==> config.mk <==
export PLATFORM = sky130hd
export DESIGN_NAME = i2c_master_arbiter
export DESIGN_NICKNAME = d
export VERILOG_FILES = /design/src/rtl/i2c_master_arbiter.sv
export SDC_FILE = /design/constraint.sdc
export NUM_CORES = 1
export LEC_CHECK = 0
export CORE_MARGIN = 4
export CORE_UTILIZATION = 44
export DETAILED_ROUTE_END_ITERATION = 12
export GPL_TIMING_DRIVEN = 0
export PLACE_DENSITY = 0.81
export SLEW_MARGIN = 10
export SYNTH_ARGS = -nofsm -noshare
export SYNTH_HDL_FRONTEND = slang
export SYNTH_SLANG_ARGS = --single-unit
==> constraint.sdc <==
create_clock -name clk -period 4 [get_ports clk]
set_clock_uncertainty 0.15 [all_clocks]
set_input_delay 1 -clock clk [delete_from_list [all_inputs] [get_ports clk]]
set_output_delay 1 -clock clk [all_outputs]
set_load 0.1 [all_outputs]
==> src/rtl/i2c_master_arbiter.sv <==
// Round-robin arbiter that shares one simple I2C master between N_REQ clients.
// Latches the winner's command, launches it, and returns data/status to the owner.
module i2c_master_arbiter #(
    parameter int N_REQ   = 4,
    parameter int TIMEOUT = 1023
) (
    input  logic                 clk,
    input  logic                 rst_n,
    input  logic [N_REQ-1:0]     req,
    input  logic [7*N_REQ-1:0]   req_addr,
    input  logic [N_REQ-1:0]     req_wr,
    input  logic [8*N_REQ-1:0]   req_wdata,
    output logic [N_REQ-1:0]     gnt,
    output logic [N_REQ-1:0]     ack,
    output logic [N_REQ-1:0]     err,
    output logic [7:0]           rsp_rdata,
    output logic                 busy,
    output logic                 m_start,
    output logic [6:0]           m_addr,
    output logic                 m_wr,
    output logic [7:0]           m_wr_data,
    input  logic [7:0]           m_rd_data,
    input  logic                 m_done
);
    localparam int IW = $clog2(N_REQ);
    localparam int TW = $clog2(TIMEOUT);
    localparam logic [TW-1:0]    T_LAST = TW'(TIMEOUT - 1);
    localparam logic [IW-1:0]    I_LAST = IW'(N_REQ - 1);
    localparam logic [N_REQ-1:0] ONE    = N_REQ'(1);

    typedef enum logic [1:0] {IDLE, LAUNCH, WAIT, RESP} state_t;

    state_t            state;
    logic [IW-1:0]     ptr;
    logic [IW-1:0]     owner;
    logic [TW-1:0]     timer;
    logic [IW-1:0]     cand;
    logic [IW-1:0]     win_idx;
    logic              win_found;
    logic [N_REQ-1:0]  win_oh;

    // Rotating priority: scan from ptr, wrapping, first requester set wins.
    always_comb begin
        win_found = 1'b0;
        win_idx   = '0;
        cand      = '0;
        for (int k = 0; k < N_REQ; k++) begin
            cand = IW'((int'(ptr) + k) % N_REQ);
            if (!win_found && req[cand]) begin
                win_found = 1'b1;
                win_idx   = cand;
            end
        end
    end

    assign win_oh = ONE << win_idx;

    // gnt doubles as the owner one-hot, so ack/err are copied straight from it.
    always_ff @(posedge clk or negedge rst_n) begin
        if (!rst_n) begin
            state     <= IDLE;
            ptr       <= '0;
            owner     <= '0;
            timer     <= '0;
            gnt       <= '0;
            ack       <= '0;
            err       <= '0;
            busy      <= 1'b0;
            m_start   <= 1'b0;
            rsp_rdata <= '0;
            m_addr    <= '0;
            m_wr      <= 1'b0;
            m_wr_data <= '0;
        end else begin
            case (state)
                IDLE: begin
                    if (win_found) begin
                        state     <= LAUNCH;
                        owner     <= win_idx;
                        gnt       <= win_oh;
                        busy      <= 1'b1;
                        m_start   <= 1'b1;
                        m_addr    <= req_addr[7*int'(win_idx) +: 7];
                        m_wr      <= req_wr[win_idx];
                        m_wr_data <= req_wdata[8*int'(win_idx) +: 8];
                    end
                end
                LAUNCH: begin
                    m_start <= 1'b0;
                    timer   <= '0;
                    state   <= WAIT;
                end
                WAIT: begin
                    timer <= timer + 1'b1;
                    // A done arriving on the last timer cycle still counts as success.
                    if (m_done) begin
                        state <= RESP;
                        ack   <= gnt;
                        if (!m_wr)
                            rsp_rdata <= m_rd_data;
                    end else if (timer == T_LAST) begin
                        state     <= RESP;
                        ack       <= gnt;
                        err       <= gnt;
                        rsp_rdata <= 8'hFF;
                    end
                end
                RESP: begin
                    state <= IDLE;
                    ack   <= '0;
                    err   <= '0;
                    gnt   <= '0;
                    busy  <= 1'b0;
                    ptr   <= (owner == I_LAST) ? '0 : owner + 1'b1;
                end
                default: state <= IDLE;
            endcase
        end
    end
endmodule

# [Yosys cells after proc, flatten, opt, wreduce, memory -nomap -nowiden]
# Cells that the tools add are included.
[word_totals] regBits=54 in_bits=79 output_inout_bits=38 elab_cells=93
[op_classes] addsub=5 mul=1 order_cmp=5 n_eq_ne=10 shifts=3 muxes=37 reduce_logical=19
[op_table] cell="indexed part select 32 x 6 -> 8 bit" n=1
[op_table] cell="indexed part select 28 x 6 -> 7 bit" n=1
[op_table] cell="two-way mux 8 bit" n=3
[op_table] cell="case mux 4 bit (2 select lines)" n=3
[op_table] cell="case mux 10 bit (2 select lines)" n=1
[op_table] cell="two-way mux 2 bit" n=8
[op_table] cell="two-way mux 4 bit" n=4
[op_table] cell="less-than comparator 2 x 3 -> 1 bit, second input constant" n=5
[op_table] cell="adder 10 x 1 -> 10 bit, second input constant" n=1
[op_table] cell="binary-select mux 1 bit (select 2 bit)" n=5
[op_table] cell="== test 10 bit, second input constant" n=1
[op_table] cell="two-way mux 1 bit" n=10
[op_table] cell="AND reduction 2 bit" n=5
[op_table] cell="nonzero test 2 bit" n=5
[op_table] cell="!= test 2 bit, second input constant" n=4
[op_table] cell="case mux 2 bit (4 select lines)" n=1
[op_table] cell="== test 2 bit, second input constant" n=3
[op_table] cell="AND reduction 3 bit" n=2
[op_table] cell="multiplier 3 x 2 -> 5 bit, first input constant" n=1
[op_table] cell="adder 2 x 1 -> 2 bit, second input constant" n=2
[op_table] cell="adder 2 bit, second input constant" n=2
[op_table] cell="case mux 1 bit (2 select lines)" n=2
[op_table] cell="<< shifter 1 x 2 -> 4 bit, first input constant" n=1
[op_table] cell="logical AND 1 bit" n=3
[op_table] cell="other kinds (4)" n=6

# [Depth between registers and ports, before layout]
[logic_depth] ltp_word=15 depth_mapped=8 depth_no_buf=7

# [Worst setup path after synthesis]
# OpenSTA, ideal clock, no wires.
[synth_timing] path_type="in2reg" start="input port req[1]" end="register state[1]" setup_time_ps=125 t_arrival_ps=2109 t_required_ps=3725 slack_ps=1615 path_stages=4 n_path_buf=0 path_cell_list="or3_4 > nor3b_4 > nor2_1 > mux2_4"
[synth_between] elab_chain_len=14 word_cells_on_any_way=20 cone_classes="eq/ne (1); mux (12); reduce/logical (7)"
[synth_rtl] item="from (decl)" line="9" rtl="input logic [N_REQ-1:0] req,"
[synth_rtl] item="binary-select mux 1 bit (select 2 bit)" line="49" rtl="if (!win_found && req[cand]) begin"
[synth_rtl] item="two-way mux 1 bit (implied by the code)" line="49"
[synth_rtl] item="two-way mux 1 bit" line="49"
[synth_rtl] item="logical NOT 1 bit" line="49"
[synth_rtl] item="logical AND 1 bit" line="49"
[synth_rtl] item="two-way mux 1 bit" line="49"
[synth_rtl] item="logical NOT 1 bit" line="49"
[synth_rtl] item="logical AND 1 bit" line="49"
[synth_rtl] item="two-way mux 1 bit" line="49"
[synth_rtl] item="logical NOT 1 bit" line="49"
[synth_rtl] item="logical AND 1 bit" line="49"
[synth_rtl] item="two-way mux 1 bit *" line="49"
[synth_rtl] item="!= test 2 bit (no source line) *"
[synth_rtl] item="AND reduction 2 bit (no source line) *"
[synth_rtl] item="to (signal assigned)" line="61" rtl="state <= IDLE;"
[synth_rtl] item="to (signal assigned)" line="78" rtl="state <= LAUNCH;"
[synth_rtl] item="to (signal assigned)" line="91" rtl="state <= WAIT;"
[synth_rtl] item="to (decl)" line="33" rtl="state_t state;"
# Mark *: on every way between the ends. The rest lies on a longest branch, timed or not. The select of a mux whose other input is x is not followed.
# A chain may end at the register's enable or synchronous reset.

# [Worst setup path in the final report]
[layout_timing] start="register gnt[1]" end="output port gnt[1]"
[layout_rtl] item="from (decl)" line="13" rtl="output logic [N_REQ-1:0] gnt,"
[layout_rtl] item="from (signal assigned)" line="80" rtl="gnt <= win_oh;"
# No word-level cell between the ends.

==> impl_metrics.csv <==
group,metric,value,unit
timing,setup_viol,0,
cts,clk_path_buf_depth,2,
worst_setup_path,crit_path_start_kind,"register",
floorplan,core,6460,µm²
cts,clock_sinks,54,
finish,layout-drive-gt1-share,0.0903,
cts,cts_tree,"done",
min_path,holdPathStages,2,
floorplan,io_pins,117,
worst_setup_path,reg2reg_to,"rsp_rdata[2]",
timing,fin_tns_setup,0,ns
worst_setup_path,worst_setup_path_end_kind,"output port",
job,drv_cap,0,
global_routing,grt-ovfl-total,0,
timing,hold_violations,0,
worst_setup_path,critPathTopFamily,"buffers and inverters",
power_and_ir_drop,p_comb_frac,0.673,
floorplan,dieHeight,90.5,µm
timing,rsz0062_at_grt,"false",
global_routing,grt_max_degree,33,
floorplan,start_util,0.463,
global_routing,antenna_found_initial,0,
timing,relSlewSlack,0.326,
cts,clkTransAtPathRegs,0.11,ns
worst_setup_path,cp_slowest_cell,"clkdlybuf4s50_1",
yosys,ys_warn_count,0,
global_routing,grt_pass1_vias,3037,
min_path,hp-class,"reg -> reg",
cts,cts_buffers,5,
cts,cts_resized,0,
power_and_ir_drop,switching_share,0.579,
floorplan,die_w,90.5,µm
worst_setup_path,criticalPathCategory,"reg -> out",
cts,clkLatencyLatePin,0.32,ns
yosys,ys.flop_type,"dfrtp_1",
drt,vias,2990,
place,routabilityCongestion,0.823,
worst_setup_path,slowest_delay,1.17,ns
drt,via_per_inst,5.75,
power_and_ir_drop,peakVddDrop,0.478,mV
cts,root_buffer,"clkbuf_8",
worst_setup_path,crit_chain,"clkdlybuf4s50_1",
power_and_ir_drop,power_density,902,nW/µm²
cts,hold_buffers,0,
yosys,ys_top_cells_by_count,"dfrtp_1, nand3_1, nand2_1, nor2_1, a31oi_1",
worst_setup_path,worst-path-buf-inv,1,
finish,num_antenna_cells,0,
power_and_ir_drop,clockPowerShare,0.098,
yosys,async_flop_share,1.00,
yosys,synth_top_area_cell,"dfrtp_1",
drt,drc_errors,0,
power_and_ir_drop,p_leak,1.79,nW
drt,antenna_left,0,
floorplan,rows,29,
cts,h-tree-depth,2,
yosys,synth_area_leaders,"dfrtp_1, nand3_1, a221oi_2",
min_path,hold_start,"rsp_rdata[0]",
drt,wl,9340,µm
timing,finalHoldWorstSlack,0.347,ns
place,dp_hpwl,7160,µm
place,dpl-instance-area,4270,µm²
yosys,synth_most_common_cell,"dfrtp_1",
worst_setup_path,reg2reg_from,"timer[0]",
finish,final_area,4390,µm²
power_and_ir_drop,internal-power,1.67,mW
drt,drtIter0Drc,179,
floorplan,dieArea,8180,µm²
place,port_buffers,116,
yosys,synth_area,2990,µm²
power_and_ir_drop,seq_power_share,0.229,
cts,post_cts_buffers,0,
timing,max_slew.worst_pin.slew,1.01,ns
drt,first_pass_iters,5,
min_path,hold_end,"rsp_rdata[0]",
yosys,ys_seq_elements,54,
yosys,syn_inst,318,
worst_setup_path,worstPathRequired,2.85,ns
timing,fmax,0.322,GHz
drt,post_drt_wl_per_cell,18.0,µm
yosys,synth-seq-area-share,0.452,
timing,fin_crit,3.11,ns
timing,maxSlewViolCount,0,
timing,period_share,0.777,
outcome,status,"finished clean",
finish,utilization,0.679,
worst_setup_path,ff2ff_path_depth,8,
power_and_ir_drop,switchingPower,2.29,mW
worst_setup_path,critPathMaxFanout,5,
global_routing,grt_pass1_wl,15100,µm
yosys,synth_nets,404,
finish,syn2layout_area_growth,46.7,%
yosys,ys_types,45,
yosys,synth_top_area_share,0.452,
global_routing,grtUsageTotal,0.225,
yosys,synth_edf_count,0,
yosys,syn_avg_cell_area,9.41,µm²
worst_setup_path,worst_ep_arrival_time,1.96,ns
worst_setup_path,reg2reg_slack,1.82,ns
finish,nNetsFinal,528,
how the worst max path moves through the flow:
stage,slack [ns],start,cells after the start,endpoint
finish,0.89,gnt[1],1,gnt[1]
CTS,0.88,gnt[2],1,gnt[2]
global placement,0.12,rst_n,1,m_addr[1]
detailed placement,0.91,req[0],7,m_addr[0]
global route,0.85,gnt[0],1,gnt[0]
floorplan,1.62,req[1],4,state[1]
state kept, by name, summed over array words and instances (netlist names):
signal	flops
rsp_rdata	8
m_wr	1
timer	10
m_start	1
m_wr_data	8
ack	4
owner	2
state	2
ptr	2
gnt	4
m_addr	7
err	4
busy	1
power groups by stage:
| stage | registers (mW) | logic, mW | clock network, mW |
|---|---|---|---|
| 2_1_floorplan | 2.08 | 0.783 | 0 |
| 3_3_place_gp | 0.907 | 2.62 | 0 |
| 3_5_place_dp | 0.916 | 2.66 | 0 |
| 4_1_cts | 0.905 | 2.67 | 0.396 |
| 5_1_grt | 0.931 | 2.80 | 0.413 |
| 6_report | 0.907 | 2.67 | 0.388 |
per-stage QoR:
stage / instances / setup slack [ns] / power, mW
floorplan: 318 / 1.62 / 2.87
global placement: 511 / 0.118 / 3.53
detailed placement: 512 / 0.909 / 3.57
CTS: 520 / 0.878 / 3.97
global route: 520 / 0.849 / 4.15
finish: 520 / 0.892 / 3.96
layout make-up:
type                       count  area (µm²)
buffer                        19         120
clock buffer                   5        68.8
clock inverter                 3        47.5
fill                         501        2070
inverter                       7        26.3
multi-input combinational    238        1490
sequential                    54        1350
tap                           77        96.3
timing repair buffer         117        1180
layout by cell type, fill, tap and decap left out, types with 3 or more instances in the layout:
| master | count |
|---|---|
| and3_1 | 3 |
| xor2_1 | 3 |
| dfrtp_1 | 54 |
| a221oi_1 | 4 |
| ha_1 | 7 |
| buf_2 | 7 |
| a31oi_1 | 18 |
| a21oi_1 | 5 |
| buf_6 | 5 |
| and4_1 | 3 |
| nor2b_1 | 15 |
| inv_1 | 6 |
| nor2_1 | 32 |
| xnor2_1 | 3 |
| o21ai_1 | 14 |
| a22oi_1 | 6 |
| nand2_1 | 33 |
| clkbuf_1 | 7 |
| a222oi_1 | 3 |
| o21ai_0 | 17 |
| clkbuf_8 | 5 |
| nand3_1 | 38 |
| a221oi_2 | 9 |
| clkdlybuf4s50_1 | 115 |
layer usage:
layer,global-route usage,part of all wire
met1,0.267,0.41
met2,0.400,0.51
met3,0.0483,0.055
met4,0.0829,0.028
met5,0,0
logic make-up after synthesis:
family,share of synthesized area
buffers and inverters,0.0489
flip-flops,0.452
adder cells (fa/ha/maj),0.0293
multiplexers,0.0155
XOR/XNOR,0.0176
AO/OA/AOI/OAI,0.217
AND/OR/NAND/NOR,0.220
Power figures use the tool's default switching activity.
